**config.mk**
```make
export PLATFORM = sky130hd
export DESIGN_NAME = c_mux_bus_pipe
export DESIGN_NICKNAME = d
export VERILOG_FILES = /design/src/rtl/c_mux_bus_pipe.sv
export SDC_FILE = /design/constraint.sdc
export NUM_CORES = 1
export LEC_CHECK = 0
export ABC_CLOCK_PERIOD_IN_PS = 3200
export BUFFER_PORTS_ARGS = -buffer_cell sky130_fd_sc_hd__clkbuf_2
export CAP_MARGIN = 40
export CELL_PAD_IN_SITES_DETAIL_PLACEMENT = 0
export CELL_PAD_IN_SITES_GLOBAL_PLACEMENT = 1
export CORE_MARGIN = 4
export CORE_UTILIZATION = 34
export CTS_CLUSTER_DIAMETER = 30
export CTS_CLUSTER_SIZE = 24
export DETAILED_ROUTE_END_ITERATION = 10
export PLACE_DENSITY = 0.92
export SLEW_MARGIN = 20
export SYNTH_ARGS = -nofsm -noshare
export SYNTH_HDL_FRONTEND = slang
export SYNTH_SLANG_ARGS = --single-unit
```
**constraint.sdc**
```tcl
create_clock -name CLK -period 3.2 [get_ports CLK]
set_clock_uncertainty 0.1 [all_clocks]
set_input_delay 0.64 -clock CLK [delete_from_list [all_inputs] [get_ports CLK]]
set_output_delay 0.64 -clock CLK [all_outputs]
set_load 0.005 [all_outputs]
```
**src/rtl/c_mux_bus_pipe.sv**
```systemverilog
// c_mux_bus_pipe: picks one of C_INPUTS channels and carries it through a
// C_LATENCY-deep valid/ready pipeline, flagging and counting out-of-range selects.
module c_mux_bus_pipe #(
  parameter int                 C_WIDTH     = 16,
  parameter int                 C_INPUTS    = 8,
  parameter int                 C_SEL_WIDTH = 3,
  parameter int                 C_LATENCY   = 2,
  parameter int                 C_HAS_EN    = 0,
  parameter logic [C_WIDTH-1:0] C_OOR_VAL   = '0,
  parameter int                 C_CNT_WIDTH = 8
) (
  input  logic                          CLK,
  input  logic                          ACLR_N,
  input  logic                          CE,
  input  logic                          SCLR,
  input  logic [C_INPUTS*C_WIDTH-1:0]   D,
  input  logic [C_SEL_WIDTH-1:0]        S,
  input  logic                          EN,
  input  logic                          IN_VALID,
  output logic                          IN_READY,
  output logic [C_WIDTH-1:0]            Q,
  output logic                          OUT_VALID,
  input  logic                          OUT_READY,
  output logic                          OUT_ERR,
  output logic [C_CNT_WIDTH-1:0]        OOR_CNT
);

  localparam int                   LP_NSEL = 2 ** C_SEL_WIDTH;
  localparam logic [C_SEL_WIDTH:0] LP_NIN  = (C_SEL_WIDTH + 1)'(C_INPUTS);

  logic [C_WIDTH-1:0]     w_ch [LP_NSEL];
  logic                   w_oor;
  logic                   w_en;
  logic [C_WIDTH-1:0]     w_val;
  logic                   w_err;
  logic                   w_acc;
  logic [C_CNT_WIDTH-1:0] r_cnt;

  // Select codes beyond C_INPUTS are padded so the index never leaves the array.
  for (genvar g = 0; g < LP_NSEL; g++) begin : g_ch
    if (g < C_INPUTS) begin : g_in
      assign w_ch[g] = D[g*C_WIDTH +: C_WIDTH];
    end else begin : g_pad
      assign w_ch[g] = '0;
    end
  end

  assign w_oor = ({1'b0, S} >= LP_NIN);
  assign w_en  = (C_HAS_EN != 0) ? EN : 1'b1;
  assign w_val = !w_en ? '0 : (w_oor ? C_OOR_VAL : w_ch[S]);
  assign w_err = w_en & w_oor;

  if (C_LATENCY == 0) begin : g_comb
    assign IN_READY  = OUT_READY & CE;
    assign OUT_VALID = IN_VALID & CE;
    assign Q         = w_val;
    assign OUT_ERR   = w_err;
  end else begin : g_pipe
    logic [C_LATENCY-1:0] r_vld;
    logic [C_LATENCY-1:0] r_err;
    logic [C_LATENCY-1:0] w_load;
    logic [C_WIDTH-1:0]   r_dat [C_LATENCY];

    // A stage loads when empty or when the stage ahead loads, so bubbles collapse.
    always_comb begin : p_load
      logic w_ld;
      w_load = '0;
      w_ld = CE & (~r_vld[C_LATENCY-1] | OUT_READY);
      w_load[C_LATENCY-1] = w_ld;
      for (int k = C_LATENCY - 2; k >= 0; k--) begin
        w_ld = CE & (~r_vld[k] | w_ld);
        w_load[k] = w_ld;
      end
    end

    always_ff @(posedge CLK or negedge ACLR_N) begin
      if (!ACLR_N) begin
        r_vld <= '0;
        r_err <= '0;
        for (int k = 0; k < C_LATENCY; k++) r_dat[k] <= '0;
      end else if (CE) begin
        if (SCLR) begin
          r_vld <= '0;
        end else begin
          if (w_load[0]) begin
            r_vld[0] <= IN_VALID;
            r_dat[0] <= w_val;
            r_err[0] <= w_err;
          end
          for (int k = 1; k < C_LATENCY; k++) begin
            if (w_load[k]) begin
              r_vld[k] <= r_vld[k-1];
              r_dat[k] <= r_dat[k-1];
              r_err[k] <= r_err[k-1];
            end
          end
        end
      end
    end

    assign IN_READY  = w_load[0];
    assign OUT_VALID = r_vld[C_LATENCY-1];
    assign Q         = r_dat[C_LATENCY-1];
    assign OUT_ERR   = r_err[C_LATENCY-1];
  end

  assign w_acc = IN_VALID & IN_READY & CE;

  always_ff @(posedge CLK or negedge ACLR_N) begin
    if (!ACLR_N) begin
      r_cnt <= '0;
    end else if (CE) begin
      if (SCLR) begin
        r_cnt <= '0;
      end else if (w_acc && w_err && (r_cnt != '1)) begin
        r_cnt <= r_cnt + 1'b1;
      end
    end
  end

  assign OOR_CNT = r_cnt;

endmodule

```
Yosys cells after proc, flatten, opt, wreduce, memory -nomap -nowiden

Index checks and enable logic that the tools add are counted.

Word-level logic and storage cells: 25
Output and inout port bits: 27
Input bits: 138
Bits in registers: 34

Reduce and logical (&&, ||, !) cells: 6
Multiplexer cells: 6
Bitwise gates (word level): 8
$lt $le $gt $ge: 1

Operator list:

| operator                                                 | number |
|---|---|
| 16-bit binary-select mux with 3-bit select               | 1 |
| 16-bit 2-to-1 mux                                        | 2 |
| 3-bit AND reduction                                      | 2 |
| 4-bit greater-or-equal comparator, second input constant | 1 |
| 3-bit inverter with 4-bit output                         | 1 |
| 2-bit AND reduction                                      | 2 |
| 2-bit nonzero test                                       | 2 |
| 1-bit inverter                                           | 3 |
| 1-bit bitwise AND                                        | 2 |
| 1-bit 2-to-1 mux                                         | 2 |
| 2-bit 2-to-1 mux                                         | 1 |
| 1-bit bitwise OR                                         | 2 |

Depth between registers and ports, before layout

Depth after elaboration: 7
Gate-level depth with buffers: 6
Gate-level depth less buffers: 3

Least setup slack after synthesis

OpenSTA, ideal clock, no wires.

Path type: in2reg
From: in OUT_READY
To: reg g_pipe.r_dat[17] (netlist name)
Library setup time: 0.092 ns
Cell stages on the path: 6
Path buffers: 3
Path slack: 1.384 ns
Arrival: 1.625 ns
Required time: 3.008 ns
Path through: and3b_1 -> buf_6 -> or2_1 -> buf_6 -> buf_12 -> o31ai_2

Word-level cells in the longest chain between the ends: 5

Ends and longest elaborated chain:

| item                          | line | text |
|---|---|---|
| start, declared               | 23   | `input logic OUT_READY,` |
| 1-bit bitwise OR              | 68   | `w_ld = CE & (~r_vld[C_LATENCY-1] \| OUT_READY);` |
| 1-bit bitwise AND             | 68   |  |
| 1-bit bitwise OR              | 71   | `w_ld = CE & (~r_vld[k] \| w_ld);` |
| 1-bit bitwise AND             | 71   |  |
| 3-bit AND reduction (no line) | n/a  |  |
| end signal, assigned by index | 93   | `r_dat[k] <= r_dat[k-1];` |
| end, declared                 | 62   | `logic [C_WIDTH-1:0] r_dat [C_LATENCY];` |

No other way between the ends.
A chain may end at the register's enable or synchronous reset.

Worst setup path in the final report

From: reg g_pipe.r_vld[1]
To: out IN_READY

Word-level cells in the longest chain between the ends: 5

Ends and longest elaborated chain:

| item                            | line | text |
|---|---|---|
| start, declared                 | 59   | `logic [C_LATENCY-1:0] r_vld;` |
| start signal, assigned by index | 92   | `r_vld[k] <= r_vld[k-1];` |
| 1-bit inverter                  | 68   |  |
| 1-bit bitwise OR                | 68   |  |
| 1-bit bitwise AND               | 68   |  |
| 1-bit bitwise OR                | 71   |  |
| 1-bit bitwise AND               | 71   |  |
| end, declared                   | 20   | `output logic IN_READY,` |

No other way between the ends.

==> results_dict.tcl <==
set metrics [dict create \
    cts_num_sinks 34 \
    yosys.area_share.simple_pct 1.91 \
    start_util_pct 35.5 \
    startpoint "g_pipe.r_vld[1]$_DFFE_PN0P_" \
    fin_nets 507 \
    finalInstanceArea_um2 3370 \
    synth_compound_area_share_pct 19.8 \
    drtIter0Drc 49 \
    antenna_found_initial 0 \
    hold_buffers 0 \
    ys.warnings.count 0 \
    final_util_pct 45.8 \
    grt_usage_pct 15.5 \
    endpoint_kind "primary output" \
    syn_avg_cell_area_um2 10.9 \
    cp-start-kind "flop" \
    cts_max_path_buffers 2 \
    grt_setup_unrepaired "false" \
    drt-total-wl_mm 7.23 \
    path_clk_slew_ns 0.07 \
    power_density_nw_per_um2 399 \
    cp.required_ns 2.46 \
    io-pin-count 165 \
    root_buffer "clkbuf_8" \
    drive_gt1_share_pct 60.5 \
    die-area_um2 9170 \
    multiInputGateArea_um2 1460 \
    final_common_cell "clkbuf_2" \
    synth-xor-area-share_pct 0 \
    hpwl_mm 5.99 \
    report.final.slew_viol_count 0 \
    synthAdderAreaFrac_pct 0 \
    grt_pass1_vias 2342 \
    instances_no_fill 469 \
    async_flop_share_pct 100 \
    p_leak_nw 1.75 \
    seq_area_um2 851 \
    synth_area_um2 2620 \
    wire_per_inst_um 15.4 \
    cts_setup_buffers 0 \
    synthTopCellsByArea "dfrtp_1, mux2_2, mux2i_1" \
    peakVddDrop_mv 0.156 \
    die_y_um 95.7 \
    timing.rr.start "g_pipe.r_vld[1]$_DFFE_PN0P_" \
    vias 2249 \
    synth_top_family_by_area "multiplexers" \
    synth.distinct_cells 25 \
    port_buffers 154 \
    maxCapViolations 0 \
    yosys.area.top_type "dfrtp_1" \
    setup_tns_ns 0 \
    yosysSeqAreaShare_pct 32.5 \
    die_x_um 95.7 \
    place_area_um2 3260 \
    core_um2 7370 \
    relSlewSlack_pct 48.8 \
    grt_pass1_wl_mm 11.0 \
    crit_type "flop to primary output" \
    area_growth_pct 28.9 \
    synth_flop_cell "dfrtp_1" \
    fmax_mhz 486 \
    overflow 0 \
    antenna_left 0 \
    tightest_slew_ns 0.769 \
    synth_top_cell_area_share_pct 32.5 \
    fin_crit_ns 2.06 \
    cts_resized 0 \
    timing.final.crit_share_pct 64.3 \
    finalSetupViolCount 0 \
    drc 0 \
    hold_viol_final 0 \
    crit_fanout 19 \
    place.gp.congestion 0.803 \
    fin_ws_ns 1.14 \
    fillCellCount 735 \
    synth_edf_count 0 \
    row_count 31 \
    antenna_cells 0 \
    clock_latency_ns 0.28 \
    ys_ff_latch 34 \
    htreeDepth 2 \
    numCtsBuffers 5 \
    place_ws_ns 0.941 \
    outcome "finished clean" \
    final_cell_mix "clkbuf_2, mux2_2, dfrtp_1" \
    syn-instance-count 240 \
    placedCellCount 460 \
    routed_via_density 4.80 \
    grt_max_degree 65 \
    drt_first_pass_iters 4 \
    synthMuxAreaShare_pct 32.9 \
    hold_class "input port to asynchronous set/reset pin" \
    crit_arrival_ns 1.32 \
    cts_tree "done" \
]
## final cells by class
class / count / area share, %
clock inverter: 1 / 0.148
tap: 99 / 3.67
sequential: 34 / 25.2
timing repair buffer: 159 / 24.7
multi-input combinational: 166 / 43.4
clock buffer: 7 / 2.56
inverter: 3 / 0.334
## cell usage after synthesis, types with 2 or more instances
| library cell | instances |
|---|---|
| mux2_2 | 48 |
| o31ai_1 | 7 |
| o22ai_1 | 18 |
| clkbuf_1 | 7 |
| buf_6 | 3 |
| mux2i_1 | 32 |
| dfrtp_1 | 34 |
| buf_4 | 29 |
| buf_2 | 5 |
| inv_1 | 3 |
| nor2b_1 | 2 |
| o31ai_2 | 9 |
| a22o_1 | 16 |
| o21ai_0 | 16 |
## kinds of logic (layout without fill, tap and decap cells)
family,count (synthesis),count (layout)
multiplexers,80,80
AO/OA/AOI/OAI,69,69
buffers and inverters,48,170
flip-flops,34,34
AND/OR/NAND/NOR,8,8
other,1,9
## worst max-delay path, stage by stage, from the launching register on
cell      delay [ns]
dfrtp_1         0.42
and3b_1         0.19
buf_4           0.19
nor2b_1         0.11
clkbuf_2        0.12
## stage by stage
| stage | hold WS, ns | total power, mW |
|---|---|---|
| 2_1_floorplan | 0.244 | 0.916 |
| 3_3_place_gp | 0.384 | 1.02 |
| 3_5_place_dp | 0.392 | 1.03 |
| 4_1_cts | 0.370 | 1.36 |
| 5_1_grt | 0.0940 | 1.43 |
| 6_report | 0.102 | 1.34 |
## final timing paths
path | to | slack, ns | cells after the start
worst max-delay path | IN_READY | 1.14 | 4
max in group asynchronous | g_pipe.r_dat[16]$_DFFE_PN0P_ | 2.48 | 2
worst min-delay path | g_pipe.r_vld[0]$_DFFE_PN0P_ | 0.10 | 1
worst min register to register | Q[0]$_DFFE_PN0P_ | 0.40 | 1
min in group CLK | Q[0]$_DFFE_PN0P_ | 0.40 | 1
worst max register to register | g_pipe.r_dat[29]$_DFFE_PN0P_ | 1.29 | 4
## report_power, final
group / switching [mW] / internal [mW] / total (mW)
clock network: 0.150 / 0.173 / 0.324
logic: 0.185 / 0.250 / 0.436
registers: 0.0549 / 0.530 / 0.585
## registers in the layout, summed over array words and instances, names as in the netlist
name / flops
Q: 16
g_pipe.r_dat: 16
g_pipe.r_vld: 2
## layer usage
metal | vias up | GRT usage (%) | share of wire, %
met2 | 103 | 25.4 | 48
met4 | 0 | 4.50 | 1.1
met1 | 1011 | 21.1 | 44
li1 | 1127 | - | -
met3 | 8 | 2.50 | 7.0
met5 | - | 0 | 0
No activity file was read; power rests on OpenSTA's default activity.
